File: src/rtl/sub_serial_4bit.sv
// Bit-serial subtractor: one difference bit per clock, LSB first, under a start/busy/done handshake.
// Defining SUB_ZERO_FLAG_EN adds a registered zero output, updated together with diff/bout.
module sub_serial_4bit #(
    parameter int unsigned WIDTH = 4
) (
    input  logic             clk,
    input  logic             rst,
    input  logic             start,
    input  logic [WIDTH:0]   minuend,
    input  logic [WIDTH-1:0] subtrahend,
    input  logic             borrowin,
    output logic [WIDTH:0]   diff,
    output logic             bout,
    output logic             busy,
`ifdef SUB_ZERO_FLAG_EN
    output logic             zero,
`endif
    output logic             done
);

    localparam int unsigned CW = ($clog2(WIDTH + 1) > 1) ? $clog2(WIDTH + 1) : 1;

    typedef enum logic [1:0] {
        IDLE,
        SHIFT,
        DONE
    } state_t;

    state_t         state_q, state_d;
    logic [CW-1:0]  cnt_q, cnt_d;
    logic [WIDTH:0] m_q, m_d;
    logic [WIDTH:0] s_q, s_d;
    logic           b_q, b_d;
    logic [WIDTH:0] res_q, res_d;
    logic [WIDTH:0] diff_q, diff_d;
    logic           bout_q, bout_d;
`ifdef SUB_ZERO_FLAG_EN
    logic           zero_q, zero_d;
`endif

    logic           m_bit, s_bit, d_bit, b_next;

    // Operands shift right so the current bit is always at position 0;
    // result bits enter at the MSB and are fully aligned after WIDTH+1 shifts.
    always_comb begin
        m_bit  = m_q[0];
        s_bit  = s_q[0];
        d_bit  = m_bit ^ s_bit ^ b_q;
        b_next = (~m_bit & s_bit) | (~(m_bit ^ s_bit) & b_q);

        state_d = state_q;
        cnt_d   = cnt_q;
        m_d     = m_q;
        s_d     = s_q;
        b_d     = b_q;
        res_d   = res_q;
        diff_d  = diff_q;
        bout_d  = bout_q;
`ifdef SUB_ZERO_FLAG_EN
        zero_d  = zero_q;
`endif

        unique case (state_q)
            IDLE: begin
                if (start) begin
                    m_d     = minuend;
                    s_d     = {1'b0, subtrahend};
                    b_d     = borrowin;
                    cnt_d   = '0;
                    state_d = SHIFT;
                end
            end
            SHIFT: begin
                m_d   = m_q >> 1;
                s_d   = s_q >> 1;
                b_d   = b_next;
                res_d = {d_bit, res_q[WIDTH:1]};
                if (cnt_q == CW'(WIDTH)) begin
                    cnt_d   = '0;
                    diff_d  = res_d;
                    bout_d  = b_next;
`ifdef SUB_ZERO_FLAG_EN
                    zero_d  = (res_d == '0) && !b_next;
`endif
                    state_d = DONE;
                end else begin
                    cnt_d = cnt_q + 1'b1;
                end
            end
            DONE: begin
                state_d = IDLE;
            end
            default: begin
                state_d = IDLE;
            end
        endcase
    end

    always_ff @(posedge clk) begin
        if (rst) begin
            state_q <= IDLE;
            cnt_q   <= '0;
            m_q     <= '0;
            s_q     <= '0;
            b_q     <= 1'b0;
            res_q   <= '0;
            diff_q  <= '0;
            bout_q  <= 1'b0;
`ifdef SUB_ZERO_FLAG_EN
            zero_q  <= 1'b0;
`endif
        end else begin
            state_q <= state_d;
            cnt_q   <= cnt_d;
            m_q     <= m_d;
            s_q     <= s_d;
            b_q     <= b_d;
            res_q   <= res_d;
            diff_q  <= diff_d;
            bout_q  <= bout_d;
`ifdef SUB_ZERO_FLAG_EN
            zero_q  <= zero_d;
`endif
        end
    end

    assign diff = diff_q;
    assign bout = bout_q;
    assign busy = (state_q != IDLE);
    assign done = (state_q == DONE);
`ifdef SUB_ZERO_FLAG_EN
    assign zero = zero_q;
`endif

endmodule
File: config.mk
export PLATFORM = sky130hd
export DESIGN_NAME = sub_serial_4bit
export DESIGN_NICKNAME = d
export VERILOG_FILES = /design/src/rtl/sub_serial_4bit.sv
export SDC_FILE = /design/constraint.sdc
export NUM_CORES = 1
export LEC_CHECK = 0
export CAP_MARGIN = 25
export CORE_MARGIN = 2
export CORE_UTILIZATION = 40
export DETAILED_ROUTE_END_ITERATION = 8
export PLACE_DENSITY = 0.68
export SLEW_MARGIN = 40
export SYNTH_ARGS = -nofsm -noshare
export SYNTH_HDL_FRONTEND = slang
export SYNTH_SLANG_ARGS = --single-unit
File: constraint.sdc
create_clock -name clk -period 2.4 [get_ports clk]
set_input_delay 0.24 -clock clk [delete_from_list [all_inputs] [get_ports clk]]
set_output_delay 0.24 -clock clk [all_outputs]
set_load 0.02 [all_outputs]
# Word-level counts from Yosys, hierarchy flattened
# Index checks and enable logic that the tools add are counted.
# word_totals
ff_bits	27
output_inout_bits	8
# op_classes
addsub	1
n_eq_ne	5
muxes	12
bitwise_logic	7
reduce_logical	6
# ops
op	n
5-bit case mux with 2 select lines	2
5-bit two-way mux	2
3-bit two-way mux	2
3-bit case mux with 2 select lines	1
2-bit AND reduction	3
2-bit two-way mux	2
2-bit != test (second input constant)	2
2-bit case mux with 2 select lines	1
2-bit nonzero test	2
3-bit by 1-bit adder with 3-bit output (second input constant)	1
3-bit equality test (second input constant)	1
1-bit AND	2
2-bit by 1-bit equality test with 1-bit output (second input constant)	1
2-bit equality test (second input constant)	1
2-bit logical NOT	1
1-bit inverter	2
1-bit case mux with 2 select lines	1
1-bit XOR	2
1-bit two-way mux	1
1-bit OR	1

# Depth between registers and ports, before layout
# logic_depth
ltp_word	5
ltp_mapped	5
mapped_depth_nobuf	5

# Worst setup path after synthesis
# OpenSTA, ideal clock, no wires.
# synth_path
path_kind	flip-flop to output port
startpoint	register state_q[1]
endpoint	output port done
arrival_time_ps	1002
slack_ps	1158
stages_incl_launch_ff	3
path_cell_list	dfxtp_1 > clkbuf_1 > nor2b_1
# synth_between
elab_chain_cells	1
# synth_rtl
element	line_no	source
start: declaration	29	state_t state_q, state_d;
start signal: assignment	113	state_q <= state_d;
2-bit equality test	130	assign done = (state_q == DONE);
end: declaration	18	output logic done
# Every way passes these cells.

# Worst setup path after layout
# layout_path
startpoint	register state_q[0]
endpoint	output port busy
# layout_between
elab_chain_cells	1
# layout_rtl
element	line_no	source
2-bit nonzero test	129	assign busy = (state_q != IDLE);
end: declaration	14	output logic busy,
# Every way passes these cells.

==> flow_summary_export.csv <==
group,metric,value,unit
setup_path,path_max_fanout,19,
logic_synthesis,synthMuxAreaShare,0.0443,
logic_synthesis,syn-num-nets,142,
logic_synthesis,ys_ff_latch,25,
sta,finalCriticalPeriod,2050,ps
detailed_routing,routedWlPerCell,11.6,microns
floorplan,core_region_area,2710,sq um
clocking,clkLatencyLatePin,310,ps
detailed_routing,drc_errors,0,
clocking,cts_setup_buffers,0,
floorplan,die_area,3270,sq um
sta,fmax,0.487,GHz
floorplan,rows,19,
sta,hold_viol,0,
logic_synthesis,synth_top_area_frac,0.443,
setup_path,endpoint_kind,"output pin",
logic_synthesis,synth-simple-area-share,0.283,
sta,worst_slack,349,ps
logic_synthesis,syn_area_per_cell,8.97,sq um
sta,setup_viol,0,
clocking,htreeDepth,1,
final_layout,diodes,0,
logic_synthesis,ys_seq_area_frac,0.443,
detailed_routing,vias_per_cell,5.05,
min_path,hp-start,"res_q[1]",
setup_path,max_stage_delay,690,ps
setup_path,start_kind,"flip-flop",
logic_synthesis,yosysWarnings,0,
sta,slew_viol_final,0,
grt,grt_pass1_wl,3660,microns
floorplan,die_w,57.1,microns
clocking,root_buffer,"clkbuf_4",
placement,numPortBuffers,20,
setup_path,cp_slowest_cell,"dfxtp_1",
placement,dpl.hpwl,1460,microns
setup_path,r2r_start,"state_q[0]",
placement,dp_slack,660,ps
clocking,cts.repair.resized,0,
clocking,clk_pin_slew_worst_paths,140,ps
power,ir_drop,0.314,mV
sta,max_slew_margin,0.631,
grt,grt_start_max_net_pins,20,
logic_synthesis,synth_fa_ha_area_frac,0.0399,
floorplan,start_util,0.417,
sta,period_share,0.855,
logic_synthesis,synth_compound_area_frac,0.135,
setup_path,critPathArrivalTime,1810,ps
grt,antenna_found_initial,0,
placement,gp_congestion,0.719,
setup_path,path_cells,"nor2_1 -> inv_1 -> clkdlybuf4s50_1",
clocking,cts_sinks,25,
outcome,status,"complete, no violations",
placement,placed_area,1340,sq um
logic_synthesis,synth_top_family_by_area,"simple AND/OR/NAND/NOR gates",
final_layout,drive_gt1_frac,0.0759,
final_layout,area_growth,21.4,%
detailed_routing,firstDrtPassIters,4,
setup_path,rr_worst_depth,4,
flow_run,cap_violations,0,
clocking,postCtsHoldBufs,0,
grt,globalRoute.totalOverflow,0,
min_path,holdPathStages,2,
clocking,cts.path.max_buffers,2,
logic_synthesis,synth_edf_count,0,
logic_synthesis,synthFlopType,"dfxtp_1",
logic_synthesis,synth_area_leader_cell,"dfxtp_1",
sta,final.setup.tns,0,ps
setup_path,cp.required,2160,ps
detailed_routing,antenna_left,0,
sta,tightest_slew,552,ps
clocking,cts_tree,"built",
logic_synthesis,ys_async_sr_fraction,0,
sta,clock-skew-final,5.76,ps
detailed_routing,wl,2040,microns
detailed_routing,vias,889,
min_path,hold-path-endpoint,"res_q[1]",
final_layout,layout.nets,162,
sta,rsz0062_at_grt,"false",
grt,gr-usage-all-layers,0.140,
logic_synthesis,synth-xor-area-share,0,
detailed_routing,drtIter0Drc,13,
clocking,cts_buffers,3,
setup_path,crit_type,"reg2out",
floorplan,ioPinCount,21,
power,leakage,0.541,nW
min_path,min_path_type,"reg2reg",
logic_synthesis,netlist_area,1130,sq um
final_layout,fin_area,1370,sq um
logic_synthesis,yosys-top-cells-area,"dfxtp_1 (44%), a21oi_1 (6.2%), nor2_1 (5.6%)",
setup_path,regToRegSetupSlack,630,ps
power,power_density,545,nW/um^2
logic_synthesis,ys_types,29,
setup_path,timing.rr.end,"cnt_q[0]",
floorplan,die-height,57.1,microns
grt,grt_pass1_vias,828,
logic_synthesis,syn-instance-count,126,
[power by group]
part	total [mW]	internal, mW	switching (mW)
registers	0.450	0.435	0.0148
logic	0.109	0.0566	0.0521
clock network	0.189	0.0636	0.125
[cell usage in the layout, fill, tap and decap left out, drive strengths merged]
cell type,Yosys,layout
a311oi,1,1
dfxtp,25,25
nand3,1,1
fa,1,1
or2,1,1
clkbuf,4,3
nand2,12,12
o21ai,1,1
ha,2,2
nand2b,6,6
buf,3,2
or2b,2,2
nor2b,2,2
a32oi,2,2
o21bai,1,1
nand4b,1,1
a211oi,1,1
nor2,17,17
nor3b,2,2
a21oi,14,14
mux2i,5,5
or3b,7,7
inv,5,5
o21ba,1,1
clkdlybuf4s50,0,20
a2111oi,1,1
nor3,7,7
a22oi,1,1
clkinvlp,0,1
[stage by stage]
| step | hold slack, ps | std cells | util | power [mW] |
|---|---|---|---|---|
| floorplan | 412 | 126 | - | 0.532 |
| global placement | 442 | 172 | 0.495 | 0.566 |
| detailed placement | 453 | 172 | 0.495 | 0.568 |
| CTS | 472 | 176 | 0.506 | 0.763 |
| global route | 507 | 176 | 0.506 | 0.795 |
| finish | 470 | 176 | 0.506 | 0.747 |
[metal layers]
layer | up-vias | track usage | share of wire
li1 | 467 | - | -
met1 | 412 | 0.202 | 0.52
met2 | 8 | 0.209 | 0.44
met3 | 2 | 0.0227 | 0.026
met4 | 0 | 0.0598 | 0.0088
met5 | - | 0 | 0
[state kept, by name (all words and copies together) (netlist names)]
name and cells:
diff 5, m_q 5, res_q 4, s_q 4, cnt_q 3, state_q 2
b_q 1, bout 1
[critical path: cells and delay by family (launching register included)]
kind          cells  cell delay (ps)
buf+inv           2              680
flops             1              690
simple gates      1              140
[Yosys cell counts (2+ instances only)]
library cell	n
or2b_1	2
nor2b_1	2
mux2i_1	5
nor3b_1	2
nand2_1	12
nor2_1	17
dfxtp_1	25
or3b_1	6
a32oi_1	2
nor3_1	7
ha_1	2
buf_6	2
clkbuf_1	4
nand2b_1	6
inv_1	5
a21oi_1	14
[cells by family after synthesis]
group / after synthesis
DFF: 25
adders and majority gates: 3
and+or+nand+nor: 58
buffers and inverters: 12
AOI/OAI and AO/OA: 23
muxes: 5
[how the worst max path moves through the flow]
| stage | start | endpoint | slack [ps] | cells after the start |
|---|---|---|---|---|
| 2_1_floorplan | state_q[1] | done | 1160 | 2 |
| 3_3_place_gp | start | s_q[0] | 700 | 4 |
| 3_5_place_dp | state_q[0] | cnt_q[0] | 660 | 4 |
| 4_1_cts | state_q[0] | busy | 340 | 3 |
| 5_1_grt | state_q[0] | busy | 200 | 3 |
| 6_report | state_q[0] | busy | 350 | 3 |
[cell type report]
| cell class | count | area, sq um |
|---|---|---|
| clock buffer | 3 | 22.5 |
| clock inverter | 1 | 7.51 |
| fill | 271 | 1340 |
| inverter | 5 | 18.8 |
| multi-input combinational | 89 | 568 |
| sequential | 25 | 500 |
| tap | 31 | 38.8 |
| timing repair buffer | 22 | 215 |
Note: power is estimated with default switching activity, not from simulation.
